===== config.mk =====
export PLATFORM = sky130hd
export DESIGN_NAME = hex_scan_controller
export DESIGN_NICKNAME = d
export VERILOG_FILES = /design/src/rtl/hex_scan_controller.sv
export SDC_FILE = /design/constraint.sdc
export NUM_CORES = 1
export LEC_CHECK = 0
export ABC_AREA = 1
export BUFFER_PORTS_ARGS = -buffer_cell sky130_fd_sc_hd__buf_2
export CAP_MARGIN = 0
export CORE_MARGIN = 2
export CORE_UTILIZATION = 63
export DETAILED_ROUTE_END_ITERATION = 16
export PLACE_DENSITY = 0.85
export SLEW_MARGIN = 40
export SYNTH_ARGS = -nofsm -noshare
export SYNTH_HDL_FRONTEND = slang
export SYNTH_SLANG_ARGS = --single-unit

===== constraint.sdc =====
create_clock -name CLOCK_50 -period 2.35 [get_ports CLOCK_50]
set_input_delay 0 -clock CLOCK_50 [delete_from_list [all_inputs] [get_ports CLOCK_50]]
set_output_delay 0 -clock CLOCK_50 [all_outputs]
set_load 0.02 [all_outputs]

===== src/rtl/hex_scan_controller.sv =====
// Time-multiplexed 7-segment scan controller: one shared hex decoder swept across NUM_DIGITS digits,
// with a blanked guard cycle between slots. Optional feature macro: LEADING_ZERO_BLANK_EN.
module hex_scan_controller #(
    parameter int unsigned NUM_DIGITS = 4,
    parameter int unsigned SCAN_DIV   = 50000
) (
    input  logic                          CLOCK_50,
    input  logic                          RST,
    input  logic                          WR_EN,
    input  logic [$clog2(NUM_DIGITS)-1:0] WR_ADDR,
    input  logic [3:0]                    WR_DATA,
    input  logic [NUM_DIGITS-1:0]         BLANK_MASK,
    output logic [6:0]                    SEG,
    output logic [NUM_DIGITS-1:0]         DIG_SEL,
    output logic                          FRAME_DONE
);

    localparam int unsigned IDX_W = $clog2(NUM_DIGITS);
    localparam int unsigned CNT_W = $clog2(SCAN_DIV);
    localparam logic [IDX_W-1:0] IDX_LAST = IDX_W'(NUM_DIGITS - 1);
    localparam logic [CNT_W-1:0] CNT_LAST = CNT_W'(SCAN_DIV - 1);
    localparam logic [6:0] SEG_OFF = 7'h7F;

    typedef enum logic {
        S_DEAD = 1'b0,
        S_SHOW = 1'b1
    } state_e;

    state_e            state_q, state_d;
    logic [IDX_W-1:0]  idx_q, idx_d;
    logic [CNT_W-1:0]  cnt_q, cnt_d;
    logic              frame_done_q, frame_done_d;
    logic [3:0]        digits_q [NUM_DIGITS];
    logic [NUM_DIGITS-1:0] lz_blank;

    // Active-low segment pattern, bit 0 = a .. bit 6 = g
    function automatic logic [6:0] hex_to_seg(input logic [3:0] v);
        logic [6:0] s;
        s = SEG_OFF;
        case (v)
            4'h0: s = 7'h40;
            4'h1: s = 7'h79;
            4'h2: s = 7'h24;
            4'h3: s = 7'h30;
            4'h4: s = 7'h19;
            4'h5: s = 7'h12;
            4'h6: s = 7'h02;
            4'h7: s = 7'h78;
            4'h8: s = 7'h00;
            4'h9: s = 7'h10;
            4'hA: s = 7'h08;
            4'hB: s = 7'h03;
            4'hC: s = 7'h46;
            4'hD: s = 7'h21;
            4'hE: s = 7'h06;
            4'hF: s = 7'h0E;
            default: s = SEG_OFF;
        endcase
        return s;
    endfunction

    // Digit storage; out-of-range addresses match no entry and are dropped
    always_ff @(posedge CLOCK_50 or posedge RST) begin
        if (RST) begin
            for (int i = 0; i < int'(NUM_DIGITS); i++) begin
                digits_q[i] <= 4'h0;
            end
        end else begin
            for (int i = 0; i < int'(NUM_DIGITS); i++) begin
                if (WR_EN && (WR_ADDR == IDX_W'(i))) begin
                    digits_q[i] <= WR_DATA;
                end
            end
        end
    end

    always_ff @(posedge CLOCK_50 or posedge RST) begin
        if (RST) begin
            state_q      <= S_DEAD;
            idx_q        <= '0;
            cnt_q        <= '0;
            frame_done_q <= 1'b0;
        end else begin
            state_q      <= state_d;
            idx_q        <= idx_d;
            cnt_q        <= cnt_d;
            frame_done_q <= frame_done_d;
        end
    end

    // Slot sequencing: one guard cycle, then SCAN_DIV show cycles for the current digit
    always_comb begin
        state_d      = state_q;
        idx_d        = idx_q;
        cnt_d        = cnt_q;
        frame_done_d = 1'b0;
        case (state_q)
            S_DEAD: begin
                state_d = S_SHOW;
                cnt_d   = '0;
            end
            S_SHOW: begin
                cnt_d = cnt_q + CNT_W'(1);
                if (cnt_q == CNT_LAST) begin
                    state_d = S_DEAD;
                    cnt_d   = '0;
                    if (idx_q == IDX_LAST) begin
                        idx_d        = '0;
                        frame_done_d = 1'b1;
                    end else begin
                        idx_d = idx_q + IDX_W'(1);
                    end
                end
            end
            default: begin
                state_d = S_DEAD;
                cnt_d   = '0;
            end
        endcase
    end

`ifdef LEADING_ZERO_BLANK_EN
    logic upper_zero;

    // Digit i>=1 is a leading zero when it and every more-significant digit hold 0
    always_comb begin
        lz_blank   = '0;
        upper_zero = 1'b1;
        for (int i = int'(NUM_DIGITS) - 1; i >= 1; i--) begin
            upper_zero  = upper_zero && (digits_q[i] == 4'h0);
            lz_blank[i] = upper_zero;
        end
    end
`else
    assign lz_blank = '0;
`endif

    // Moore decode of the registered scan state; BLANK_MASK acts combinationally
    always_comb begin
        SEG     = SEG_OFF;
        DIG_SEL = '0;
        if (state_q == S_SHOW) begin
            DIG_SEL = NUM_DIGITS'(1) << idx_q;
            if (!(BLANK_MASK[idx_q] || lz_blank[idx_q])) begin
                SEG = hex_to_seg(digits_q[idx_q]);
            end
        end
    end

    assign FRAME_DONE = frame_done_q;

endmodule


# Word level (Yosys, flattened, before mapping)
# Memory sizes are Yosys's and may differ from the RTL's.
# Cells that the tools add are included.
[classes] bitwise=2 div_mod_pow=0 n_addsub=2 eq_ne=5 shifts=1 reduce_logical=7 mux=18 multipliers=0 order_cmp=2
[ops] op="one-hot mux 16 bit (2 select lines)" n=1
[ops] op="adder 16 x 1 -> 16 bit (second input constant)" n=1
[ops] op="== test 16 bit (second input constant)" n=1
[ops] op="two-way mux 16 bit" n=1
[ops] op="two-way mux 7 bit" n=2
[ops] op="two-way mux 4 bit" n=3
[ops] op="binary-select mux 4 bit (select 2 bit)" n=1
[ops] op="== test 2 bit (second input constant)" n=3
[ops] op="two-way mux 1 bit" n=6
[ops] op="binary-select mux 1 bit (select 2 bit)" n=2
[ops] op="logical AND 1 bit" n=4
[ops] op="left shift 1 x 2 -> 4 bit (first input constant)" n=1
[ops] op=">= comparator 3 bit (second input constant)" n=1
[ops] op="< comparator 2 x 3 -> 1 bit (second input constant)" n=1
[ops] op="NOT 2 -> 3 bit" n=1
[ops] op="adder 2 x 1 -> 2 bit (second input constant)" n=1
[ops] op="== test 2 x 1 -> 1 bit (second input constant)" n=1
[ops] op="logical NOT 2 bit" n=1
[ops] op="two-way mux 2 bit" n=1
[ops] op="one-hot mux 1 bit (2 select lines)" n=1
[ops] op="AND reduction 2 bit" n=1
[ops] op="logical OR 1 bit" n=1
[ops] op="NOT 1 bit" n=1
[totals] latchBits=0 mem_bits_rw=0 inputBits=13 reg_bits=36 mem_count=1 out_inout_bits=12 romBits=112
[mem_list] memory="(no name shown)" depth=16 width=7 rd=1 rd_ports_with_merged_regs=0 wr=0 line="40" text="case (v)"

# Longest topological paths before layout
# Gate-level depths: netlist of run 1.
# An unclocked memory read counts as a cell.
[depth] depth_word=7 depth_mapped=11 ltp_nobuf=10

# Least setup slack after synthesis of run 1
# Ideal clock, no wire load.
[synth_path] kind="register to output" start="register idx_q[0]" end="output SEG[5]" path_stages_with_launch=11 slack_ps=801 path_buffers=1 required_time_ps=2350 arrival_time_ps=1549 path_cell_list="dfrtp_1 inv_2 buf_6 nand2_1 nand3_1 nand2_1 inv_1 ha_1 nand3_2 a21o_1 nand2_1"
[synth_via] elab_chain_cells=7 word_cells_on_any_way=12
[synth_lines] element="start: declaration" line="30" text="logic [IDX_W-1:0] idx_q, idx_d;"
[synth_lines] element="start signal: assignment" line="85" text="idx_q <= idx_d;"
[synth_lines] element="NOT 2 -> 3 bit (not written as such)" line="145" text="SEG = hex_to_seg(digits_q[idx_q]);"
[synth_lines] element="binary-select mux 4 bit (select 2 bit)" line="145"
[synth_lines] element="two-way mux 4 bit (not written as such) (2 in a row)" line="145"
[synth_lines] element="memory (16 x 7 bit)"
[synth_lines] element="two-way mux 7 bit *" line="144" text="if (!(BLANK_MASK[idx_q] || lz_blank[idx_q])) begin"
[synth_lines] element="two-way mux 7 bit *" line="142" text="if (state_q == S_SHOW) begin"
[synth_lines] element="end: declaration" line="13" text="output logic [6:0] SEG,"
# Every way passes the cells marked *; elsewhere a longest branch is shown, timed or not. The select of a mux whose other input is x is not followed.

# Worst setup path in the final report of run 1
[layout_path] start="register idx_q[0]" end="output SEG[3]"
# The elaborated chain is that of the path after synthesis.

==> results of run 1 <==
==> power breakdown <==
part,switching [mW],internal (mW)
logic,0.172,0.100
registers,0.0298,0.663
clock network,0.206,0.222
total,0.408,0.985
==> layout make-up <==
| type | instances | area (um^2) |
|---|---|---|
| inverters | 38 | 148 |
| repair buffers | 34 | 208 |
| clock inverters | 3 | 42.5 |
| fillers | 279 | 825 |
| multi-input cells | 219 | 1140 |
| well taps | 46 | 57.6 |
| flip-flops and latches | 36 | 903 |
| clock buffers | 5 | 37.5 |
==> synthesized netlist by cell type <==
cell type and instances:
sky130_fd_sc_hd__buf_6 2, sky130_fd_sc_hd__nand3b_1 1, sky130_fd_sc_hd__dfrtp_1 36, sky130_fd_sc_hd__nand2_1 84, sky130_fd_sc_hd__xnor2_1 1, sky130_fd_sc_hd__o21ai_1 1, sky130_fd_sc_hd__inv_1 33, sky130_fd_sc_hd__o211ai_2 1
sky130_fd_sc_hd__nor2_1 32, sky130_fd_sc_hd__nand4_1 3, sky130_fd_sc_hd__nor2_2 7, sky130_fd_sc_hd__nand2_2 3, sky130_fd_sc_hd__nand3_1 36, sky130_fd_sc_hd__a21o_1 1, sky130_fd_sc_hd__nand3_2 5, sky130_fd_sc_hd__buf_2 1
sky130_fd_sc_hd__a21oi_4 1, sky130_fd_sc_hd__ha_1 11, sky130_fd_sc_hd__inv_4 1, sky130_fd_sc_hd__inv_2 4, sky130_fd_sc_hd__o21ai_0 19, sky130_fd_sc_hd__xor2_1 4, sky130_fd_sc_hd__a21oi_1 2, sky130_fd_sc_hd__nand2_4 2
sky130_fd_sc_hd__nor3_1 4, sky130_fd_sc_hd__nand3_4 1
==> routing by layer <==
layer | vias up | wire length [um] | GRT usage [%]
li1 | 1017 | - | -
met1 | 922 | 2210 | 36.2
met2 | 61 | 1940 | 38.8
met3 | 4 | 232 | 5.54
met4 | 0 | 40 | 6.52
met5 | - | 0 | 0
==> metrics by stage <==
| stage | std cells | hold slack [ns] | power (mW) |
|---|---|---|---|
| after floorplan | 296 | 0.167 | 0.892 |
| after global placement | 364 | 0.0868 | 0.962 |
| after detailed placement | 364 | 0.102 | 0.968 |
| after CTS | 377 | 0.121 | 1.40 |
| after global routing | 381 | 0.170 | 1.48 |
| final | 381 | 0.137 | 1.39 |
==> state kept, by name, indices dropped and copies added (netlist names) <==
signal	flops
FRAME_DONE	1
cnt_q	16
idx_q	2
state_q	1
digits_q	16
==> cells by family (layout without fill, tap and decap cells) <==
kind of cell	count (synthesis)	in the layout	share of synthesized area, %
buffers and inverters	41	80	7.79
adders and majority gates	11	11	6.21
and+or+nand+nor	178	178	36.8
xor gates and xnor gates	5	5	1.98
AOI/OAI and AO/OA	25	25	6.61
DFF	36	36	40.7
==> worst paths after layout <==
| check | slack, ns | endpoint | from | depth (start not counted) |
|---|---|---|---|---|
| setup reg to reg | 0.89 | cnt_q[11] | cnt_q[0] | 8 |
| hold / removal | 0.14 | digits_q[10] | WR_EN | 3 |
| setup / recovery | 0.26 | SEG[3] | idx_q[0] | 11 |
| hold reg to reg | 0.47 | cnt_q[0] | cnt_q[0] | 1 |
| max in group asynchronous | 1.34 | idx_q[1] | RST | 4 |
| min in group asynchronous | 0.28 | digits_q[9] | RST | 3 |
==> what timing repair did <==
item                       CTS  global route
gates resized for setup      0             3
setup buffers                0             4
hold endpoints to repair    31             0
hold buffers                 5             0
setup endpoints to repair    0             7
==> worst reg2reg max path: cells and delay by family, from the launching register on <==
kind | cells | cell delay (ns)
AND/OR/NAND/NOR | 5 | 0.45
adder cells (fa/ha/maj) | 1 | 0.22
buffers and inverters | 1 | 0.06
AO/OA/AOI/OAI | 1 | 0.25
flip-flops | 1 | 0.42
==> impl_metrics.sql, run 1 <==
INSERT INTO impl_metrics (metric_group, metric, value, unit) VALUES
('status', 'outcome', 'completed', ''),
('min_path', 'worst_hold_path_type', 'input pin to register', ''),
('floorplan', 'placement_rows', '21', ''),
('timing', 'period_minus_slack', '2.09', 'ns'),
('grt', 'grt_start_max_net_pins', '22', ''),
('synthesis', 'synthesis.instances', '296', ''),
('routing', 'drc_errors', '0', ''),
('cts', 'cts_made_buffers', '5', ''),
('power', 'power.ir.vdd_worst', '0.398', 'mV'),
('cells_and_area', 'final_cell_mix', 'sky130_fd_sc_hd__nand2_1, sky130_fd_sc_hd__nand3_1, sky130_fd_sc_hd__dfrtp_1', ''),
('worst_setup_path', 'crit_arrival', '2.09', 'ns'),
('routing', 'detail-route-antenna-nets', '0', ''),
('routing', 'routed-via-count', '2004', ''),
('synthesis', 'synthesis.area_per_instance', '7.49', 'um^2'),
('floorplan', 'initial_core_util', '65.9', '%'),
('floorplan', 'ioPinCount', '25', ''),
('placed_design', 'placement.io_buffers', '24', ''),
('cells_and_area', 'layout-drive-gt1-share', '19.1', '%'),
('placed_design', 'post-place-ws', '0.462', 'ns'),
('timing', 'fin_crit_sh', '89.1', '%'),
('cts', 'cts_tree', 'done', ''),
('timing', 'setup_viol_count_final', '0', ''),
('timing', 'clock.fmax', '478', 'MHz'),
('cells_and_area', 'final_common_cell', 'sky130_fd_sc_hd__nand2_1', ''),
('routing', 'drt_via_density', '5.26', ''),
('power', 'power-per-cell-area', '549', 'nW/um^2'),
('worst_setup_path', 'timing.critical_path.mode_cell', 'sky130_fd_sc_hd__nand2_1', ''),
('timing', 'post-route-worst-setup-slack', '0.256', 'ns'),
('grt', 'grt_pass1_vias', '1836', ''),
('grt', 'initial_antenna_violation_count', '0', ''),
('placed_design', 'dpl_cell_area', '2370', 'um^2'),
('cells_and_area', 'area_growth_syn_to_layout', '14.6', '%'),
('cells_and_area', 'final_nets', '358', ''),
('worst_setup_path', 'startpoint_type', 'register', ''),
('cells_and_area', 'final_design_area_no_fill', '2540', 'um^2'),
('cts', 'cts-root-to-sink-buffers', '2', ''),
('cts', 'cts.sink_count', '36', ''),
('worst_setup_path', 'timing.critical_path.cells', 'buf_4, nand2_1, nand3_1, nand2_1, inv_1, ha_1, nand3_2, nand2_1, nand2_1, nand3_1, buf_2', ''),
('grt', 'grt_remaining_overflow', '0', ''),
('worst_setup_path', 'crit_type', 'register to output pin', ''),
('timing', 'rsz0062_at_grt', 'no', ''),
('timing', 'worst_clock_skew', '0.00750', 'ns'),
('worst_setup_path', 'critical_path.top_delay_family', 'simple AND/OR/NAND/NOR gates', ''),
('synthesis', 'yosys.area.top_type', 'sky130_fd_sc_hd__dfrtp_1', ''),
('cts', 'clock-root-buffer', 'sky130_fd_sc_hd__clkbuf_4', ''),
('synthesis', 'synth-warning-count', '0', ''),
('worst_setup_path', 'cp.buffers_inverters', '3', ''),
('synthesis', 'synth_area_leaders', 'sky130_fd_sc_hd__dfrtp_1, sky130_fd_sc_hd__nand2_1, sky130_fd_sc_hd__nand3_1, sky130_fd_sc_hd__ha_1, sky130_fd_sc_hd__inv_1', ''),
('timing', 'max_transition_viols_final', '0', ''),
('placed_design', 'gp_congestion', '0.893', ''),
('floorplan', 'die_area', '4010', 'um^2'),
('floorplan', 'die-width', '63.3', 'um'),
('synthesis', 'synth_top_area_share', '40.7', '%'),
('routing', 'overall_routed_net_length', '4420', 'um'),
('power', 'p_leak', '1.33', 'nW'),
('cells_and_area', 'insertedDiodeCount', '0', ''),
('synthesis', 'synth_seq_cells', '36', ''),
('grt', 'grt_first_pass_wirelength', '8030', 'um'),
('timing', 'fin_setup_tns', '0', 'ns'),
('worst_setup_path', 'critical_path.endpoint_type', 'output pin', ''),
('routing', 'detail_route.wl_per_cell', '11.6', 'um'),
('cts', 'htree_num_levels', '2', ''),
('cts', 'cts.clk_slew.worst_paths', '0.11', 'ns'),
('floorplan', 'placeableCoreArea', '3360', 'um^2'),
('worst_setup_path', 'critical_path.max_stage_delay', '0.51', 'ns'),
('routing', 'detail_route.iter0.violations', '186', ''),
('synthesis', 'synth_area', '2220', 'um^2'),
('grt', 'grt_usage', '25.2', '%'),
('placed_design', 'place.detailed.hpwl', '3280', 'um'),
('synthesis', 'synth.net_count', '320', ''),
('cells_and_area', 'postLayoutCoreUtil', '75.5', '%');
No activity file was read; power rests on OpenSTA's default activity.
==> run 2, diff against run 1 <==
--- a/config.mk
+++ b/config.mk
@@ -11,7 +11,7 @@
 export CORE_MARGIN = 2
 export CORE_UTILIZATION = 63
 export DETAILED_ROUTE_END_ITERATION = 16
-export PLACE_DENSITY = 0.85
+export PLACE_DENSITY = 0.93
 export SLEW_MARGIN = 40
 export SYNTH_ARGS = -nofsm -noshare
 export SYNTH_HDL_FRONTEND = slang
==> impl_metrics.sql, run 2 (same netlist as run 1, synthesis figures left out) <==
INSERT INTO impl_metrics (metric_group, metric, value, unit) VALUES
('worst_setup_path', 'timing.critical_path.cells', 'inv_4, nand2_1, nand3_1, nand2_1, inv_1, ha_1, nand3_2, a21o_1, nand2_1, buf_2', ''),
('grt', 'grt_start_max_net_pins', '37', ''),
('timing', 'fin_crit_sh', '91.1', '%'),
('placed_design', 'place.detailed.hpwl', '3360', 'um'),
('floorplan', 'die_area', '4010', 'um^2'),
('power', 'p_leak', '1.32', 'nW'),
('worst_setup_path', 'timing.critical_path.mode_cell', 'sky130_fd_sc_hd__nand2_1', ''),
('worst_setup_path', 'startpoint_type', 'register', ''),
('min_path', 'min_path_cells', '3', ''),
('timing', 'clock.fmax', '467', 'MHz'),
('worst_setup_path', 'crit_path_max_fanout', '13', ''),
('min_path', 'worst_hold_path_type', 'input pin to register', ''),
('floorplan', 'placeableCoreArea', '3360', 'um^2'),
('timing', 'worstMarginPinSlew', '0.444', 'ns'),
('timing', 'fin_setup_tns', '0', 'ns'),
('cts', 'cts.clk_slew.worst_paths', '0.11', 'ns'),
('worst_setup_path', 'cp.buffers_inverters', '3', ''),
('cells_and_area', 'area_growth_syn_to_layout', '13.6', '%'),
('cells_and_area', 'insertedDiodeCount', '0', ''),
('power', 'power.ir.vdd_worst', '0.413', 'mV'),
('worst_setup_path', 'critical_path.max_stage_delay', '0.48', 'ns'),
('grt', 'grt_pass1_vias', '1923', ''),
('floorplan', 'initial_core_util', '65.9', '%'),
('cts', 'clk_latency', '0.35', 'ns'),
('cts', 'cts_tree', 'done', ''),
('timing', 'period_minus_slack', '2.14', 'ns'),
('worst_setup_path', 'critical_path.endpoint_type', 'output pin', ''),
('cts', 'cts.sink_count', '36', ''),
('placed_design', 'placement.io_buffers', '24', ''),
('cts', 'clock-root-buffer', 'sky130_fd_sc_hd__clkbuf_4', ''),
('cts', 'cts-root-to-sink-buffers', '2', ''),
('status', 'outcome', 'completed', ''),
('worst_setup_path', 'worstPathRequired', '2.35', 'ns'),
('routing', 'drt_first_pass_iters', '4', ''),
('flow_run', 'max-cap-violations', '0', ''),
('routing', 'drt_via_density', '5.25', ''),
('cells_and_area', 'final_nets', '358', ''),
('grt', 'grt_remaining_overflow', '0', ''),
('grt', 'grt_first_pass_wirelength', '8290', 'um'),
('routing', 'detail_route.wl_per_cell', '12.1', 'um'),
('worst_setup_path', 'r2r_cells', '8', ''),
('cells_and_area', 'register_area', '903', 'um^2'),
('worst_setup_path', 'crit_arrival', '2.14', 'ns'),
('placed_design', 'gp_congestion', '0.889', ''),
('cells_and_area', 'layout-drive-gt1-share', '18.8', '%'),
('worst_setup_path', 'worst_path_max_delay_cell', 'sky130_fd_sc_hd__dfrtp_2', ''),
('cells_and_area', 'nFillCells', '255', ''),
('floorplan', 'placement_rows', '21', ''),
('routing', 'overall_routed_net_length', '4630', 'um'),
('worst_setup_path', 'r2r_start', 'cnt_q[0]', ''),
('worst_setup_path', 'critical_path.reg2reg.endpoint', 'cnt_q[4]', ''),
('worst_setup_path', 'ff2ff_setup_slack', '0.85', 'ns'),
('routing', 'detail-route-antenna-nets', '0', ''),
('min_path', 'worstHoldEndpoint', 'digits_q[3]', ''),
('timing', 'final-hold-violation-count', '0', ''),
('worst_setup_path', 'startpoint', 'idx_q[0]', ''),
('timing', 'max_transition_viols_final', '0', ''),
('cells_and_area', 'reg.largest.list', 'cnt_q (16), digits_q (16), idx_q (2)', ''),
('timing', 'rsz0062_at_grt', 'no', ''),
('cells_and_area', 'footprint_of_the_multi_input_gates', '1140', 'um^2'),
('routing', 'routed-via-count', '2001', ''),
('cells_and_area', 'final_cell_mix', 'sky130_fd_sc_hd__nand2_1, sky130_fd_sc_hd__nand3_1, sky130_fd_sc_hd__dfrtp_1', ''),
('cells_and_area', 'final_common_cell', 'sky130_fd_sc_hd__nand2_1', ''),
('routing', 'drc_errors', '0', ''),
('cts', 'cts_made_buffers', '5', ''),
('cts', 'htree_num_levels', '2', ''),
('timing', 'setup_viol_count_final', '0', ''),
('grt', 'grt_usage', '26.0', '%'),
('power', 'power-per-cell-area', '522', 'nW/um^2'),
('grt', 'initial_antenna_violation_count', '0', ''),
('routing', 'detail_route.iter0.violations', '177', ''),
('min_path', 'worstHoldStart', 'WR_ADDR[1]', ''),
('worst_setup_path', 'crit_type', 'register to output pin', ''),
('cells_and_area', 'postLayoutCoreUtil', '74.9', '%'),
('floorplan', 'ioPinCount', '25', ''),
('timing', 'worst_clock_skew', '0.0140', 'ns'),
('floorplan', 'die-width', '63.3', 'um'),
('timing', 'final.hold.worst_slack', '0.104', 'ns'),
('timing', 'timing.max_slew.rel_slack', '70.4', '%'),
('worst_setup_path', 'critical_path.top_delay_family', 'flip-flops', ''),
('floorplan', 'die_y', '63.3', 'um');
==> run 2: cell count changes in the layout (fill, tap and decap cells not counted), sizes merged <==
cell      delta
buf          -1
clkinv       -1
bufinv       -1
clkinvlp     -1
clkbuf       +4
==> run 2: worst max-delay path by stage <==
stage | to | slack [ns] | cells past startpoint
3_5_place_dp | SEG[0] | 0.38 | 11
4_1_cts | SEG[0] | 0.09 | 11
5_1_grt | SEG[5] | 0.07 | 10
3_3_place_gp | SEG[0] | 0.49 | 11
2_1_floorplan | SEG[5] | 0.80 | 10
6_report | SEG[5] | 0.21 | 10
==> run 2: report_power, final <==
part	total [mW]	internal [mW]	switching (mW)
logic	0.278	0.101	0.176
registers	0.691	0.663	0.0285
clock network	0.344	0.148	0.197
==> run 2: repair_timing <==
action	in CTS	in global routing
hold buffers	5	0
hold endpoints to repair	50	0
endpoints found under the setup margin	2	5
gates resized for setup	1	3
buffers inserted	0	4
==> run 2: worst reg2reg max path, delay by kind of cell, from the launching register on <==
kind,cells,cell delay [ns]
AO/OA/AOI/OAI,1,0.27
buffers and inverters,2,0.18
AND/OR/NAND/NOR,4,0.36
adder cells (fa/ha/maj),1,0.22
flip-flops,1,0.41
==> run 2: metal layers <==
| layer | up-vias | GRT usage, % | wire [um] |
|---|---|---|---|
| met5 | - | 0 | 0 |
| met4 | 0 | 10.9 | 85 |
| met3 | 9 | 5.71 | 286 |
| met2 | 74 | 40.0 | 2090 |
| met1 | 903 | 35.9 | 2160 |
| li1 | 1015 | - | - |
==> run 2: area by class of cell <==
cell class              instances  area share [%]
clock buffers                   8            2.34
multi-input cells             219            45.5
inverters                      38            5.86
repair buffers                 34            8.15
well taps                      46            2.29
flip-flops and latches         36            35.9
==> run 2: through the flow <==
stage | instances | cell area [um^2] | setup WS, ns | power (mW)
finish | 381 | 2520 | 0.209 | 1.31
global route | 381 | 2520 | 0.0736 | 1.40
CTS | 377 | 2480 | 0.0907 | 1.32
detailed placement | 364 | 2370 | 0.376 | 0.969
global placement | 364 | 2370 | 0.494 | 0.959
floorplan | 296 | 2220 | 0.801 | 0.892
==> run 3, diff against run 2 <==
--- a/config.mk
+++ b/config.mk
@@ -9,9 +9,9 @@
 export BUFFER_PORTS_ARGS = -buffer_cell sky130_fd_sc_hd__buf_2
 export CAP_MARGIN = 0
 export CORE_MARGIN = 2
-export CORE_UTILIZATION = 63
+export CORE_UTILIZATION = 58
 export DETAILED_ROUTE_END_ITERATION = 16
-export PLACE_DENSITY = 0.93
+export PLACE_DENSITY = 0.87
 export SLEW_MARGIN = 40
 export SYNTH_ARGS = -nofsm -noshare
 export SYNTH_HDL_FRONTEND = slang
==> constraint.sdc (replaced) <==
create_clock -name CLOCK_50 -period 2.26 [get_ports CLOCK_50]
set_input_delay 0 -clock CLOCK_50 [delete_from_list [all_inputs] [get_ports CLOCK_50]]
set_output_delay 0 -clock CLOCK_50 [all_outputs]
set_load 0.02 [all_outputs]
==> impl_metrics.sql, run 3 (same netlist as run 1, synthesis figures left out) <==
INSERT INTO impl_metrics (metric_group, metric, value, unit) VALUES
('cells_and_area', 'layout-drive-gt1-share', '18.8', '%'),
('routing', 'detail_route.iter0.violations', '155', ''),
('floorplan', 'die_y', '65.8', 'um'),
('cells_and_area', 'final_common_cell', 'sky130_fd_sc_hd__nand2_1', ''),
('worst_setup_path', 'worstPathRequired', '2.26', 'ns'),
('placed_design', 'placement.io_buffers', '24', ''),
('cts', 'cts.clk_slew.worst_paths', '0.07', 'ns'),
('timing', 'period_minus_slack', '2.05', 'ns'),
('cts', 'cts_made_buffers', '5', ''),
('routing', 'detail_route.wl_per_cell', '11.2', 'um'),
('routing', 'detail-route-antenna-nets', '0', ''),
('worst_setup_path', 'ff2ff_setup_slack', '0.76', 'ns'),
('cells_and_area', 'footprint_of_the_multi_input_gates', '1140', 'um^2'),
('worst_setup_path', 'critical_path.endpoint_type', 'output pin', ''),
('floorplan', 'placement_rows', '22', ''),
('grt', 'grt_pass1_vias', '1694', ''),
('min_path', 'worst_hold_path_type', 'input pin to register', ''),
('cells_and_area', 'final_nets', '352', ''),
('placed_design', 'dpl_cell_area', '2380', 'um^2'),
('routing', 'drc_errors', '0', ''),
('timing', 'fin_setup_tns', '0', 'ns'),
('power', 'power-per-cell-area', '587', 'nW/um^2'),
('grt', 'grt_usage', '21.9', '%'),
('placed_design', 'place.detailed.hpwl', '3130', 'um'),
('worst_setup_path', 'crit_path_max_fanout', '9', ''),
('cts', 'htree_num_levels', '2', ''),
('power', 'p_leak', '1.31', 'nW'),
('timing', 'setup_viol_count_final', '0', ''),
('timing', 'timing.max_slew.rel_slack', '71.2', '%'),
('grt', 'grt_start_max_net_pins', '37', ''),
('worst_setup_path', 'startpoint_type', 'register', ''),
('cells_and_area', 'register_area', '903', 'um^2'),
('worst_setup_path', 'crit_arrival', '2.05', 'ns'),
('routing', 'drt_via_density', '5.12', ''),
('cts', 'cts-root-to-sink-buffers', '2', ''),
('floorplan', 'die-width', '65.8', 'um'),
('cells_and_area', 'area_growth_syn_to_layout', '12.8', '%'),
('flow_run', 'max-cap-violations', '0', ''),
('cts', 'cts.sink_count', '36', ''),
('timing', 'worstMarginPinSlew', '0.432', 'ns'),
('timing', 'rsz0062_at_grt', 'no', ''),
('routing', 'routed-via-count', '1930', ''),
('routing', 'overall_routed_net_length', '4230', 'um'),
('timing', 'fin_crit_sh', '90.7', '%'),
('grt', 'grt_first_pass_wirelength', '7270', 'um'),
('cells_and_area', 'final_design_area_no_fill', '2500', 'um^2'),
('cells_and_area', 'final_cell_mix', 'sky130_fd_sc_hd__nand2_1, sky130_fd_sc_hd__nand3_1, sky130_fd_sc_hd__dfrtp_1', ''),
('floorplan', 'initial_core_util', '60.5', '%'),
('cts', 'clk_latency', '0.29', 'ns'),
('status', 'outcome', 'completed', ''),
('timing', 'final-hold-violation-count', '0', ''),
('worst_setup_path', 'crit_type', 'register to output pin', ''),
('timing', 'clock.fmax', '488', 'MHz'),
('cells_and_area', 'nFillCells', '321', ''),
('grt', 'grt_remaining_overflow', '0', ''),
('routing', 'drt_first_pass_iters', '4', ''),
('floorplan', 'die_area', '4330', 'um^2'),
('cts', 'cts_tree', 'done', ''),
('power', 'power.ir.vdd_worst', '0.404', 'mV'),
('floorplan', 'placeableCoreArea', '3660', 'um^2'),
('placed_design', 'gp_congestion', '0.880', ''),
('cells_and_area', 'insertedDiodeCount', '0', ''),
('grt', 'initial_antenna_violation_count', '0', ''),
('timing', 'max_transition_viols_final', '0', ''),
('cells_and_area', 'reg.largest.list', 'cnt_q (16), digits_q (16), idx_q (2)', ''),
('floorplan', 'ioPinCount', '25', ''),
('cts', 'clock-root-buffer', 'sky130_fd_sc_hd__clkbuf_8', ''),
('timing', 'worst_clock_skew', '0.00759', 'ns');
[run 3: power breakdown]
part           switching, mW  internal [mW]  total (mW)
Combinational          0.175         0.0995       0.274
Clock                  0.230          0.243       0.473
Sequential            0.0296          0.690       0.719
[run 3: what timing repair did]
item                                   4_1_cts  5_1_grt
setup endpoints to repair                    0        7
gates resized for setup                      0        3
buffers inserted                             0        2
hold buffers                                 1        0
endpoints found under the hold margin       36        0
[run 3: layout make-up]
type | instances | share of cell area [%]
clock buffers | 6 | 3.30
well taps | 48 | 2.40
clock inverters | 2 | 0.401
multi-input cells | 219 | 45.7
flip-flops and latches | 36 | 36.2
repair buffers | 28 | 6.11
inverters | 38 | 5.91
[run 3: routing by layer]
layer  part of all wire (%)  up-vias  wire, um  track usage [%]
met2                     44       42      1860             33.5
met5                      0        -         0                0
li1                       -     1003         -                -
met4                    1.3        0        53             8.59
met3                    3.9        4       167             4.60
met1                     51      881      2150             30.4
[run 3: final timing paths]
path,start,endpoint,cells past startpoint
setup / recovery,idx_q[0],SEG[3],11
hold / removal,WR_DATA[2],digits_q[14],3
setup reg to reg,cnt_q[0],cnt_q[4],8
max in group asynchronous,RST,idx_q[0],4
min in group asynchronous,RST,cnt_q[2],4
hold reg to reg,cnt_q[0],cnt_q[0],1
[run 3: critical path: stages, from the launching register on]
cell and delay [ns]:
sky130_fd_sc_hd__dfrtp_2 0.48, sky130_fd_sc_hd__buf_4 0.17, sky130_fd_sc_hd__nand2_1 0.06, sky130_fd_sc_hd__nand3_1 0.07
sky130_fd_sc_hd__nand2_1 0.18, sky130_fd_sc_hd__inv_1 0.11, sky130_fd_sc_hd__ha_1 0.23, sky130_fd_sc_hd__inv_1 0.08
sky130_fd_sc_hd__nand2_1 0.07, sky130_fd_sc_hd__nand3_1 0.08, sky130_fd_sc_hd__nand3_1 0.07, sky130_fd_sc_hd__buf_2 0.16
[run 3: stage by stage]
stage                     power [mW]  setup WS [ns]  util, %  std cells  hold slack [ns]
after global placement         0.999          0.432     64.9        366            0.116
final                           1.47          0.210     68.3        377           0.0119
after CTS                       1.47         0.0398     67.7        375           0.0126
after floorplan                0.927          0.711        -        296            0.167
after global routing            1.55         0.0184     68.3        377           0.0446
after detailed placement        1.00          0.359     64.9        366            0.116
